File: config.mk
export PLATFORM = sky130hd
export DESIGN_NAME = audio_stream_transceiver
export DESIGN_NICKNAME = d
export VERILOG_FILES = /design/src/rtl/audio_stream_transceiver.sv
export SDC_FILE = /design/constraint.sdc
export NUM_CORES = 1
export LEC_CHECK = 0
export ABC_AREA = 1
export CORE_MARGIN = 1.5
export CORE_UTILIZATION = 50
export DETAILED_ROUTE_END_ITERATION = 16
export PLACE_DENSITY = 0.66
export SLEW_MARGIN = 20
export SYNTH_ARGS = -nofsm -noshare
export SYNTH_HDL_FRONTEND = slang
export SYNTH_HIERARCHICAL = 1
export SYNTH_SLANG_ARGS = --single-unit
File: constraint.sdc
create_clock -name serial_clk -period 4.08 [get_ports serial_clk]
set_clock_uncertainty 0.05 [all_clocks]
set_input_delay 0.408 -clock serial_clk [delete_from_list [all_inputs] [get_ports serial_clk]]
set_output_delay 0.408 -clock serial_clk [all_outputs]
set_load 0.05 [all_outputs]
File: src/rtl/audio_stream_transceiver.sv
// Purpose: SPI-fed audio frame receiver, frame FIFO and I2S/TDM serial transmitter.
// Latency: a frame pushed before b = F-1 is popped at b = F-1 and sent from the next b = 0.
// Backpressure: none; full-FIFO pushes are dropped (overflow), empty pops send zeros (underflow).

// Frame FIFO used between the SPI receiver and the serial transmitter.
// Latency: a pushed word is readable at pop_dat the cycle after the push.
// Backpressure: push while full is dropped unless a pop frees a slot the same cycle.
module audio_stream_fifo #(
    parameter int WIDTH = 32,
    parameter int DEPTH = 4,
    localparam int PW = $clog2(DEPTH),
    localparam int LW = $clog2(DEPTH + 1)
) (
    input  logic             clk,
    input  logic             rst,
    input  logic             push_vld,
    input  logic [WIDTH-1:0] push_dat,
    input  logic             pop_vld,
    output logic [WIDTH-1:0] pop_dat,
    output logic [LW-1:0]    level,
    output logic             full,
    output logic             empty
);
    localparam logic [LW-1:0] LEVEL_FULL = LW'(DEPTH);

    logic [WIDTH-1:0] mem_q [DEPTH];
    logic [PW-1:0]    wr_ptr_q, wr_ptr_d;
    logic [PW-1:0]    rd_ptr_q, rd_ptr_d;
    logic [LW-1:0]    level_q, level_d;
    logic             do_push, do_pop;

    assign full    = (level_q == LEVEL_FULL);
    assign empty   = (level_q == '0);
    assign level   = level_q;
    assign pop_dat = mem_q[rd_ptr_q];

    // A pop on an empty FIFO is ignored; a full FIFO still takes a push when a pop frees a slot
    always_comb begin
        do_pop   = pop_vld && !empty;
        do_push  = push_vld && (!full || do_pop);
        wr_ptr_d = do_push ? wr_ptr_q + 1'b1 : wr_ptr_q;
        rd_ptr_d = do_pop  ? rd_ptr_q + 1'b1 : rd_ptr_q;
        level_d  = level_q;
        if (do_push && !do_pop) begin
            level_d = level_q + 1'b1;
        end else if (!do_push && do_pop) begin
            level_d = level_q - 1'b1;
        end
    end

    // Pointer and occupancy registers
    always_ff @(posedge clk or posedge rst) begin
        if (rst) begin
            wr_ptr_q <= '0;
            rd_ptr_q <= '0;
            level_q  <= '0;
        end else begin
            wr_ptr_q <= wr_ptr_d;
            rd_ptr_q <= rd_ptr_d;
            level_q  <= level_d;
        end
    end

    // Storage; contents are don't-care while the FIFO is empty, so no reset
    always_ff @(posedge clk) begin
        if (do_push) begin
            mem_q[wr_ptr_q] <= push_dat;
        end
    end
endmodule

module audio_stream_transceiver #(
    parameter int SAMPLE_WIDTH = 16,
    parameter int SLOT_WIDTH   = 32,
    parameter int CHANNELS     = 2,
    parameter int FIFO_DEPTH   = 4,
    parameter int MODE         = 0
) (
    input  logic                               serial_clk,
    input  logic                               reset,
    input  logic                               spi_chip_select,
    input  logic                               spi_mosi,
    input  logic                               mute,
    input  logic                               clear_flags,
    output logic                               i2s_ws,
    output logic                               i2s_sound_bit_out,
    output logic [$clog2(FIFO_DEPTH+1)-1:0]    fifo_level,
    output logic                               overflow,
    output logic                               underflow
);
    localparam int L   = CHANNELS * SAMPLE_WIDTH;
    localparam int RCW = $clog2(L);
    localparam int BW  = $clog2(SLOT_WIDTH);
    localparam int CW  = (CHANNELS > 1) ? $clog2(CHANNELS) : 1;
    localparam int LW  = $clog2(FIFO_DEPTH + 1);

    localparam logic [RCW-1:0] RX_LAST   = RCW'(L - 1);
    localparam logic [BW-1:0]  BIT_LAST  = BW'(SLOT_WIDTH - 1);
    localparam logic [CW-1:0]  SLOT_LAST = CW'(CHANNELS - 1);

    // Receive side
    logic [RCW-1:0] rx_cnt_q, rx_cnt_d;
    logic [L-2:0]   rx_sh_q, rx_sh_d;
    logic           push_vld;
    logic [L-1:0]   push_dat;

    // Transmit side: b is kept as (slot, bit) so no division is needed
    logic [BW-1:0]  bit_q, bit_d;
    logic [CW-1:0]  slot_q, slot_d;
    logic [CW-1:0]  next_slot;
    logic           tx_last;
    logic [L-1:0]   latch_q, latch_d;
    logic [SAMPLE_WIDTH-1:0] sample;
    logic [SLOT_WIDTH-1:0]   slot_bits;
    logic           ws_q, ws_d;
    logic           sdo_q, sdo_d;
    logic           overflow_q, overflow_d;
    logic           underflow_q, underflow_d;

    // FIFO interface
    logic [L-1:0]   fifo_dat;
    logic [LW-1:0]  fifo_lvl;
    logic           fifo_full, fifo_empty;

    audio_stream_fifo #(
        .WIDTH (L),
        .DEPTH (FIFO_DEPTH)
    ) u_fifo (
        .clk      (serial_clk),
        .rst      (reset),
        .push_vld (push_vld),
        .push_dat (push_dat),
        .pop_vld  (tx_last),
        .pop_dat  (fifo_dat),
        .level    (fifo_lvl),
        .full     (fifo_full),
        .empty    (fifo_empty)
    );

    // SPI shift-in: push on the L-th bit, drop any partial frame when chip select rises
    always_comb begin
        push_dat = {rx_sh_q, spi_mosi};
        push_vld = 1'b0;
        rx_sh_d  = rx_sh_q;
        rx_cnt_d = '0;
        if (!spi_chip_select) begin
            rx_sh_d = push_dat[L-2:0];
            if (rx_cnt_q == RX_LAST) begin
                push_vld = 1'b1;
            end else begin
                rx_cnt_d = rx_cnt_q + 1'b1;
            end
        end
    end

    // Free-running frame counter, latch reload at b = F-1, and flag updates
    always_comb begin
        tx_last = (slot_q == SLOT_LAST) && (bit_q == BIT_LAST);
        bit_d   = (bit_q == BIT_LAST) ? '0 : bit_q + 1'b1;
        slot_d  = slot_q;
        if (bit_q == BIT_LAST) begin
            slot_d = (slot_q == SLOT_LAST) ? '0 : slot_q + 1'b1;
        end
        latch_d = latch_q;
        if (tx_last) begin
            latch_d = (fifo_empty || mute) ? '0 : fifo_dat;
        end
        overflow_d  = overflow_q;
        underflow_d = underflow_q;
        if (clear_flags) begin
            overflow_d  = 1'b0;
            underflow_d = 1'b0;
        end
        // Full with a pop in the same cycle is not an overflow: the push is accepted
        if (push_vld && fifo_full && !tx_last) begin
            overflow_d = 1'b1;
        end
        if (tx_last && fifo_empty) begin
            underflow_d = 1'b1;
        end
    end

    // Serial outputs for the coming counter value, so they can be registered
    always_comb begin
        sample = '0;
        for (int c = 0; c < CHANNELS; c++) begin
            if (slot_d == CW'(c)) begin
                sample = latch_d[L-1-c*SAMPLE_WIDTH -: SAMPLE_WIDTH];
            end
        end
        // Bit k = 0 of a slot is the sample MSB; bits past the sample are padding zeros
        slot_bits = '0;
        for (int i = 0; i < SAMPLE_WIDTH; i++) begin
            slot_bits[i] = sample[SAMPLE_WIDTH-1-i];
        end
        sdo_d = slot_bits[bit_d];
        next_slot = (slot_d == SLOT_LAST) ? '0 : slot_d + 1'b1;
        if (MODE == 0) begin
            // WS shows the channel of the following bit, leading the MSB by one
            ws_d = (bit_d == BIT_LAST) ? next_slot[0] : slot_d[0];
        end else begin
            ws_d = (slot_d == SLOT_LAST) && (bit_d == BIT_LAST);
        end
    end

    // State registers
    always_ff @(posedge serial_clk or posedge reset) begin
        if (reset) begin
            rx_cnt_q    <= '0;
            rx_sh_q     <= '0;
            bit_q       <= '0;
            slot_q      <= '0;
            latch_q     <= '0;
            ws_q        <= 1'b0;
            sdo_q       <= 1'b0;
            overflow_q  <= 1'b0;
            underflow_q <= 1'b0;
        end else begin
            rx_cnt_q    <= rx_cnt_d;
            rx_sh_q     <= rx_sh_d;
            bit_q       <= bit_d;
            slot_q      <= slot_d;
            latch_q     <= latch_d;
            ws_q        <= ws_d;
            sdo_q       <= sdo_d;
            overflow_q  <= overflow_d;
            underflow_q <= underflow_d;
        end
    end

    assign i2s_ws            = ws_q;
    assign i2s_sound_bit_out = sdo_q;
    assign fifo_level        = fifo_lvl;
    assign overflow          = overflow_q;
    assign underflow         = underflow_q;
endmodule
==> run summary <==
The run finished with clean final reports. From left edge to right edge, the die measures 138 µm. The logs give 0.571 for the final standard cell utilization of the core and 29.8 mm for the first-pass GRT wire length. Minimum setup slack after placement: 1.00 ns. Post-CTS timing repair inserted 0 buffers for setup.

The final cell count without fillers is 1124. The tightest min-delay check is of the primary input to asynchronous set/reset pin type. The hold-fix buffer count after cts was 0; the insertion delay to the later sink of the worst-skew pair was 0.50 ns.

The critical path is of the flop to flop type. For the sequential area share after synthesis, the log shows 0.659. The number of max-slew violations in the final report was 0; the routed length per instance was 16.3 µm.

The total number of vias is 5925, and the site row count is 49. The number of standard cells after synthesis was 871; the residual overflow from global routing was 0. The tools report the maximum number of pins on one net before global-route repair as 69. The number of iterations in the first detailed-routing pass was 5; the post-cts sizing count was 0.

The combined global-route utilization of all metal layers was 0.206; the final net count was 896. Along the worst path, the maximum fanout reaches 68. Setup repair after global routing left no endpoint under its margin. Power density over the cells: 465 mW/mm². In this run the deepest clock path goes through 3 buffers. STA puts the critical path data arrival time at 3.40 ns. The tools report the initial antenna violation count as 0.

Max-cap violations in this run came to 0. TritonCTS built the clock tree. The routability congestion estimate came out at 0.836. During synthesis, Yosys emitted a total of 6 warnings. Pin placement for this block handled 13 I/O pins. The tools report the final number of hold-violating endpoints as 0. Remaining antenna violation count: 0. The die outline height was 138 µm; the peak clock frequency supported by timing was 327 MHz.

After detailed routing, the number of vias per cell comes to 5.27. Counting every net in the synthesized netlist gives 889. The static leakage is 4.15 nW, and the time the worst path needs with I/O delays and setup is 3.05 ns. After floorplanning, the core was sized to cover 0.0178 mm². The tools report the sort of element at the end of the critical path as a flop.

The fraction of layout cells with a size suffix above 1 works out to 0.0749. The worst-case IR drop observed on VDD is 0.000327 V. Port buffering added 12 buffers. The first routing iteration left 397 violations. The starting density of the core is 0.508, and the share of the clock period used by the worst path is 0.749. After detailed placement, the design holds a cell count of 1081. The register clock-pin slew on the reported worst setup and hold paths was 0.06 ns; the sum of net half-perimeters after detailed placement was 10.4 mm. For the count of endpoints failing setup in the final report, the log shows 0. The worst path setup slack after routing is 1.03 ns.

The run gives 23 as the number of buffers created by CTS. Number of diodes: 0. The mapped netlist covers 0.00906 mm². From synthesis to final layout, the design area changed by 12.3%. For this design, the sink count on the clock tree is 213.

Wires add up to 18.3 mm. The H-tree depth is 1, and the full die area is 0.0189 mm². After detailed routing, the number of remaining DRC violations is 0.

Relative max-transition margin: 0.410. The number of different library cells used by synthesis comes to 28. The tools report the root cell of the clock tree as sky130_fd_sc_hd__clkbuf_16.

At the pin with the least slew margin, the transition time is 0.883 ns. After synthesis, the mean cell area works out to 10.4 µm². The synthesized flop and latch total is 213.

For the number of global-route vias before repair, the log shows 5690. After layout, the design draws a total of 4.74 mW. The tools report the startpoint kind of the worst setup timing path as a flop. Required arrival time at the worst endpoint: 4.43 ns. The run gives 0 ns as the total negative slack.
-- power breakdown --
group | internal, mW | switching, mW
sequential | 2.38 | 0.0641
clock | 1.38 | 0.815
combinational | 0.0297 | 0.0690
total | 3.79 | 0.948
-- cell usage in the layout, fill, tap and decap left out, types with 2 or more instances in the layout --
cell	n
sky130_fd_sc_hd__nand2_1	136
sky130_fd_sc_hd__edfxtp_1	128
sky130_fd_sc_hd__nor2_1	111
sky130_fd_sc_hd__inv_1	91
sky130_fd_sc_hd__dfrtp_1	84
sky130_fd_sc_hd__o21ai_1	80
sky130_fd_sc_hd__nand3_1	69
sky130_fd_sc_hd__o21ai_0	59
sky130_fd_sc_hd__clkbuf_16	24
sky130_fd_sc_hd__a21boi_0	19
sky130_fd_sc_hd__o22ai_1	14
sky130_fd_sc_hd__buf_4	13
sky130_fd_sc_hd__clkdlybuf4s50_1	12
sky130_fd_sc_hd__ha_1	11
sky130_fd_sc_hd__clkinv_2	6
sky130_fd_sc_hd__bufinv_16	4
sky130_fd_sc_hd__nor2_4	4
sky130_fd_sc_hd__inv_2	3
sky130_fd_sc_hd__clkbuf_8	3
sky130_fd_sc_hd__clkinv_1	3
sky130_fd_sc_hd__nand2_4	2
sky130_fd_sc_hd__inv_4	2
sky130_fd_sc_hd__xor2_1	2
sky130_fd_sc_hd__nand4_1	2
sky130_fd_sc_hd__clkbuf_1	2
-- worst max-delay path, stage by stage, from the launching register on --
cell and delay (ns):
sky130_fd_sc_hd__dfrtp_1 0.40, sky130_fd_sc_hd__ha_1 0.19, sky130_fd_sc_hd__nand2_1 0.07, sky130_fd_sc_hd__nor2_1 0.13, sky130_fd_sc_hd__ha_1 0.22, sky130_fd_sc_hd__nand2_4 0.24, sky130_fd_sc_hd__inv_4 0.12, sky130_fd_sc_hd__buf_4 0.49
sky130_fd_sc_hd__nand2_1 0.19, sky130_fd_sc_hd__ha_1 0.23, sky130_fd_sc_hd__inv_1 0.08, sky130_fd_sc_hd__fa_1 0.41, sky130_fd_sc_hd__nand2_1 0.08, sky130_fd_sc_hd__nand2_1 0.04
-- flip-flops by register name, indices dropped and copies added, names as in the netlist --
name               flops
rx_cnt_q               5
i2s_sound_bit_out      1
u_fifo/rd_ptr_q        2
u_fifo/level           3
rx_sh_q               31
slot_q                 1
latch_q               32
bit_q                  5
underflow              1
u_fifo/wr_ptr_q        2
overflow               1
i2s_ws                 1
u_fifo/mem_q         128
-- synth_stat cells --
| master | instances | area share |
|---|---|---|
| sky130_fd_sc_hd__xor2_1 | 2 | 0.0019 |
| sky130_fd_sc_hd__fa_1 | 1 | 0.0022 |
| sky130_fd_sc_hd__edfxtp_1 | 128 | 0.42 |
| sky130_fd_sc_hd__nand2_2 | 1 | 0.00069 |
| sky130_fd_sc_hd__nand4_1 | 2 | 0.0014 |
| sky130_fd_sc_hd__xnor2_1 | 1 | 0.00097 |
| sky130_fd_sc_hd__nand2_1 | 136 | 0.056 |
| sky130_fd_sc_hd__inv_1 | 93 | 0.039 |
| sky130_fd_sc_hd__nor3_1 | 1 | 0.00055 |
| sky130_fd_sc_hd__nand3_1 | 69 | 0.038 |
| sky130_fd_sc_hd__nand2_4 | 2 | 0.0025 |
| sky130_fd_sc_hd__nor2_1 | 115 | 0.048 |
| sky130_fd_sc_hd__buf_2 | 19 | 0.010 |
| sky130_fd_sc_hd__a21boi_0 | 19 | 0.016 |
| sky130_fd_sc_hd__a21oi_1 | 1 | 0.00055 |
| sky130_fd_sc_hd__inv_4 | 2 | 0.0014 |
| sky130_fd_sc_hd__nor3b_1 | 1 | 0.00083 |
| sky130_fd_sc_hd__nor2_2 | 1 | 0.00069 |
| sky130_fd_sc_hd__dfrtp_1 | 85 | 0.23 |
| sky130_fd_sc_hd__ha_1 | 11 | 0.015 |
| sky130_fd_sc_hd__buf_4 | 5 | 0.0041 |
| sky130_fd_sc_hd__buf_6 | 6 | 0.0075 |
| sky130_fd_sc_hd__o22ai_1 | 14 | 0.0097 |
| sky130_fd_sc_hd__inv_2 | 2 | 0.00083 |
| sky130_fd_sc_hd__clkbuf_1 | 14 | 0.0058 |
| sky130_fd_sc_hd__o21ai_1 | 80 | 0.044 |
| sky130_fd_sc_hd__o21ai_2 | 1 | 0.00097 |
| sky130_fd_sc_hd__o21ai_0 | 59 | 0.033 |
-- cell type report --
| cell class | count | area, µm² |
|---|---|---|
| Clock inverter | 13 | 165 |
| Tap cell | 229 | 287 |
| Fill cell | 1464 | 7660 |
| Multi-Input combinational cell | 517 | 2500 |
| Clock buffer | 29 | 649 |
| Sequential cell | 213 | 5970 |
| Inverter | 97 | 370 |
| Timing Repair Buffer | 26 | 238 |
-- kinds of logic after synthesis --
group,share of synthesized area
AOI/OAI and AO/OA,0.104
xor gates and xnor gates,0.00290
adders and majority gates,0.0174
buffers and inverters,0.0686
DFF,0.659
and+or+nand+nor,0.149
-- routing by layer --
layer  share of wire  up-vias  GRT usage
met5               0        -          0
met4           0.020        0     0.0556
met3           0.048       25     0.0320
met2            0.47      127      0.339
met1            0.46     2849      0.286
li1                -     2924          -
-- worst paths after layout --
path	endpoint	cells after the start	startpoint	slack (ns)
min in group serial_clk	rx_cnt_q[0]	1	rx_cnt_q[0]	0.42
worst max-delay path	u_fifo/level[1]	13	bit_q[0]	1.03
worst min-delay path	u_fifo/level[2]	2	reset	0.14
max in group asynchronous	latch_q[21]	4	reset	3.01
worst min register to register	rx_cnt_q[0]	1	rx_cnt_q[0]	0.42
worst max register to register	u_fifo/level[1]	13	bit_q[0]	1.03
-- through the flow --
stage | hold WS (ns) | area, µm²
after floorplan | 0.161 | 9060
after global placement | 0.395 | 9350
after detailed placement | 0.417 | 9350
after CTS | 0.135 | 10200
after global routing | 0.152 | 10200
final | 0.136 | 10200
Power figures use the tool's default switching activity.
==> patch 1: new RTL, same settings <==
Add an input register stage for `spi_chip_select`, `spi_mosi`, `mute` and `clear_flags`, without a reset; this delays them by one clock.
--- a/src/rtl/audio_stream_transceiver.sv
+++ b/src/rtl/audio_stream_transceiver.sv
@@ -99,4 +99,16 @@
     localparam logic [CW-1:0]  SLOT_LAST = CW'(CHANNELS - 1);
 
+    logic spi_chip_select_q;
+    logic spi_mosi_q;
+    logic mute_q;
+    logic clear_flags_q;
+
+    always_ff @(posedge serial_clk) begin
+        spi_chip_select_q <= spi_chip_select;
+        spi_mosi_q        <= spi_mosi;
+        mute_q            <= mute;
+        clear_flags_q     <= clear_flags;
+    end
+
     // Receive side
     logic [RCW-1:0] rx_cnt_q, rx_cnt_d;
@@ -140,9 +152,9 @@
     // SPI shift-in: push on the L-th bit, drop any partial frame when chip select rises
     always_comb begin
-        push_dat = {rx_sh_q, spi_mosi};
+        push_dat = {rx_sh_q, spi_mosi_q};
         push_vld = 1'b0;
         rx_sh_d  = rx_sh_q;
         rx_cnt_d = '0;
-        if (!spi_chip_select) begin
+        if (!spi_chip_select_q) begin
             rx_sh_d = push_dat[L-2:0];
             if (rx_cnt_q == RX_LAST) begin
@@ -164,9 +176,9 @@
         latch_d = latch_q;
         if (tx_last) begin
-            latch_d = (fifo_empty || mute) ? '0 : fifo_dat;
+            latch_d = (fifo_empty || mute_q) ? '0 : fifo_dat;
         end
         overflow_d  = overflow_q;
         underflow_d = underflow_q;
-        if (clear_flags) begin
+        if (clear_flags_q) begin
             overflow_d  = 1'b0;
             underflow_d = 1'b0;
Check against the original RTL: same outputs for any inputs over 10 cycles, from zero or initial values and one cycle with reset high; that may be too few to reach the edited logic, so the function may still have changed.
==> patch 1 against the unedited design <==
Final area decreased by 3.6%; utilization shrank 0.33 points; total power decreased by 5.2%; routed wire length is 4.3% lower; hold slack better by 0.069 ns; worst setup slack gained 0.10 ns; sequential cell count up 4; area after synthesis down 2.3%; largest power group unchanged.
==> patch 1: results (changes against the unedited design) <==
| Metric | Value |
|---|---|
| Worst path max stage delay | `0.73 ns (was 0.49 ns)` |
| Gpl congestion | `0.824 (was 0.836)` |
| Layout inverter count without the clock tree | `61 (was 97)` |
| # diodes | `0 (unchanged)` |
| Setup crit end | `i2s_sound_bit_out$_DFF_PP0_ (was u_fifo/level[1]$_DFFE_PP0P_)` |
| Top cells by area, synth | `edfxtp_1, dfrtp_1, nand2_1, nor2_1, o21ai_1 (unchanged)` |
| Netlist cell types | `24 (was 28)` |
| Final-layout fill cell count | `1431 (was 1464)` |
| Post-DP Area | `9110 µm² (was 9350 µm²)` |
| Synth cell count leaders | `nand2_1, edfxtp_1, nor2_1 (unchanged)` |
| Slowest stage cell on the critical path | `ha_1 (was buf_4)` |
| DRT iter0 DRCs | `477 (was 397)` |
| Clock Sinks | `217 (was 213)` |
| Final worst slack | `1.13 ns (was 1.03 ns)` |
| Largest register FFs | `128 (unchanged)` |
| Seq area share | `0.617 (was 0.587)` |
| Non-clk bufs | `22 (was 26)` |
| Tot GR Track Use | `0.201 (was 0.206)` |
| Post-Syn Area per Cell | `10.7 µm² (was 10.4 µm²)` |
| Relative slew slack | `0.333 (was 0.410)` |
| VDD IR max | `292 µV (was 327 µV)` |
| Yosys warns | `6 (unchanged)` |
| First-pass GRT wire length | `28700 µm (was 29800 µm)` |
| Antenna violations before repair | `0 (unchanged)` |
| Num CTS Buffers | `22 (was 23)` |
| Reg2reg path depth | `15 (was 13)` |
| Worst path arrival time | `3.32 ns (was 3.40 ns)` |
| Synth Area in XOR/XNOR | `0.00297 (was 0.00290)` |
| Clock buffer depth | `3 (unchanged)` |
| Compound-Gate Fraction of Synth Area | `0.0729 (was 0.104)` |
| Sequential fraction of the synthesis area | `0.684 (was 0.659)` |
| Final WL | `17500 µm (was 18300 µm)` |
| Detailed placement HPWL | `9910 µm (was 10400 µm)` |
| DR vias | `5697 (was 5925)` |
| Synthesis-to-finish area growth | `10.9% (was 12.3%)` |
| Synth Area in Adders | `0.0178 (was 0.0174)` |
| Status | `complete, no violations (unchanged)` |
| Clock buf count | `33 (was 29)` |
| Largest registers | `u_fifo/mem_q x128, latch_q x32, rx_sh_q x31 (unchanged)` |
| Critical Path Fanout Max | `18 (was 68)` |
| Static leakage | `0.00410 µW (was 0.00415 µW)` |
| Clock Network Area Fraction | `0.0714 (was 0.0800)` |
| Signal buf overhead | `0.0199 (was 0.0233)` |
| Clock-pin slew on the worst setup and hold paths | `0.06 ns (about the same)` |
| Area of the multi-input gates | `2350 µm² (was 2500 µm²)` |
| Buffers on Ports | `12 (unchanged)` |
| Clock latency on the worst-skew pair | `0.49 ns` |
| Mapped Nets | `849 (was 889)` |
| Post-layout nets | `854 (was 896)` |
| Hold WS | `0.204 ns (was 0.136 ns)` |
| Post-synth ARST share | `0.392 (was 0.399)` |
| Multi-input gates | `512 (was 517)` |
| Vias in the first global route | `5699 (was 5690)` |
| Share of cells above drive strength 1 | `0.0622 (was 0.0749)` |
| Largest net degree at the start of global routing | `67 (was 69)` |
[patch 1: changes by cell type after synthesis, moves of 2 or more]
cell / unedited run / this run
nand2_1: 136 / 180
a21boi_0: 19 / 0
nand2_4: 2 / 0
buf_4: 5 / 7
nor2_4: 0 / 2
o21ai_0: 59 / 50
dfxtp_1: 0 / 4
o22ai_1: 14 / 0
clkbuf_1: 14 / 10
inv_1: 93 / 57
o21ai_1: 80 / 78
[patch 1: metal layers]
metal	up-vias	share of wire	GRT usage
li1	2771	-	-
met1	2793	0.44	0.259
met2	104	0.49	0.345
met3	29	0.043	0.0321
met4	0	0.023	0.0674
met5	-	0	0
[patch 1: power breakdown]
part           switching [µW]  internal, µW
registers                59.4          2420
clock network             783          1150
logic                    57.8          24.2
[patch 1: stage by stage]
| stage | cells | util |
|---|---|---|
| after floorplan | 831 | - |
| final | 1077 | 0.567 |
| after global routing | 1077 | 0.567 |
| after global placement | 1037 | 0.527 |
| after detailed placement | 1037 | 0.527 |
| after CTS | 1077 | 0.567 |
==> patch 2: new RTL, same flow settings <==
Without the edit above. `MODE`: 0 -> 1.
--- a/src/rtl/audio_stream_transceiver.sv
+++ b/src/rtl/audio_stream_transceiver.sv
@@ -75,5 +75,5 @@
     parameter int CHANNELS     = 2,
     parameter int FIFO_DEPTH   = 4,
-    parameter int MODE         = 0
+    parameter int MODE         = 1
 ) (
     input  logic                               serial_clk,
Behaviour: same outputs for any inputs over 10 cycles, from zero or initial values and one cycle with reset high; that may be too few to reach the edited logic, so the function may still have changed.
==> patch 2 against the unedited design <==
Total power shrank 2.4%; synthesized cell count shrank 0.34%; sequential cell count is the same; non-clock buffer count grew 1; routed wire length shrank 1.4%; highest routed layer unchanged; worst setup slack gained 0.12 ns; count of clock-buffer cells in the layout shrank 3; final cell count shrank 0.71%; die area shrank 0.40%; area after synthesis shrank 0.41%; final area shrank 0.70%; largest cell class unchanged; critical path depth shrank 2.
==> patch 2: results (changes against the unedited design) <==
| Metric | Value |
|---|---|
| WL/cell | `16.2 µm (was 16.3 µm)` |
| Clock Network Area Fraction | `0.0746 (was 0.0800)` |
| Slowest stage cell on the critical path | `nor2_4 (was buf_4)` |
| Share of cells above drive strength 1 | `0.0696 (was 0.0749)` |
| Seq area share | `0.591 (was 0.587)` |
| Tot GR Track Use | `0.204 (was 0.206)` |
| Critical Path Fanout Max | `23 (was 68)` |
| Signal buf overhead | `0.0230 (was 0.0233)` |
| Delay-heaviest family, CP | `simple AND/OR/NAND/NOR gates (was adder cells)` |
| Non-clk bufs | `27 (was 26)` |
| Synth Area in XOR/XNOR | `0.00554 (was 0.00290)` |
| Gpl congestion | `0.786 (was 0.836)` |
| Status | `complete, no violations (unchanged)` |
| Fraction of area in multi-input gates | `0.247 (was 0.246)` |
| M1 wire length | `8550 µm (was 8430 µm)` |
| Final-layout fill cell count | `1487 (was 1464)` |
| First-pass GRT wire length | `29300 µm (was 29800 µm)` |
| Final WL | `18000 µm (was 18300 µm)` |
| R2r setup slk | `1.14 ns (was 1.03 ns)` |
| Met3 global-route usage | `0.0287 (was 0.0320)` |
| Relative slew slack | `0.281 (was 0.410)` |
| Post-layout nets | `893 (was 896)` |
| Vias in the first global route | `5517 (was 5690)` |
| Netlist cell types | `27 (was 28)` |
| Layout inverter count without the clock tree | `94 (was 97)` |
| Worst path max stage delay | `0.73 ns (was 0.49 ns)` |
| Compound-Gate Fraction of Synth Area | `0.104 (about the same)` |
| Static leakage | `0.00410 µW (was 0.00415 µW)` |
| Met3 wire len | `800 µm (was 885 µm)` |
| Sequential fraction of the synthesis area | `0.661 (was 0.659)` |
| Reg2reg path depth | `11 (was 13)` |
| Met2 wire len | `8310 µm (was 8600 µm)` |
| Dpl cells | `1076 (was 1081)` |
| Met1 Use GR | `0.298 (was 0.286)` |
| Worst path arrival time | `3.11 ns (was 3.40 ns)` |
| Top cells by area, synth | `edfxtp_1, dfrtp_1, nand2_1, nor2_1, o21ai_1 (unchanged)` |
| VDD IR max | `270 µV (was 327 µV)` |
| Power Internal | `3670 µW (was 3790 µW)` |
## patch 2: cell count changes after synthesis, sizes merged
cell	delta
buf	-7
nand3	+1
xnor2	+1
clkbuf	+7
nand2	-2
bufinv	+1
nor3	+1
inv	-4
nand4	-1
## patch 2: power groups by stage
stage / clock [µW] / combinational [µW] / sequential (µW)
floorplan: 0 / 65.7 / 2470
global placement: 0 / 93.2 / 2490
detailed placement: 0 / 95.5 / 2490
CTS: 2120 / 95.7 / 2450
global route: 2210 / 109 / 2460
finish: 2080 / 92.4 / 2450
## patch 2: stage by stage
stage | worst slack, ns | hold slack (ns) | power, µW | util | area [µm²]
global placement | 1.21 | 0.394 | 2580 | 0.535 | 9360
global route | 0.913 | 0.177 | 4780 | 0.579 | 10100
finish | 1.14 | 0.151 | 4620 | 0.579 | 10100
detailed placement | 1.14 | 0.409 | 2590 | 0.535 | 9360
floorplan | 0.121 | 0.161 | 2530 | - | 9030
CTS | 1.12 | 0.142 | 4660 | 0.579 | 10100
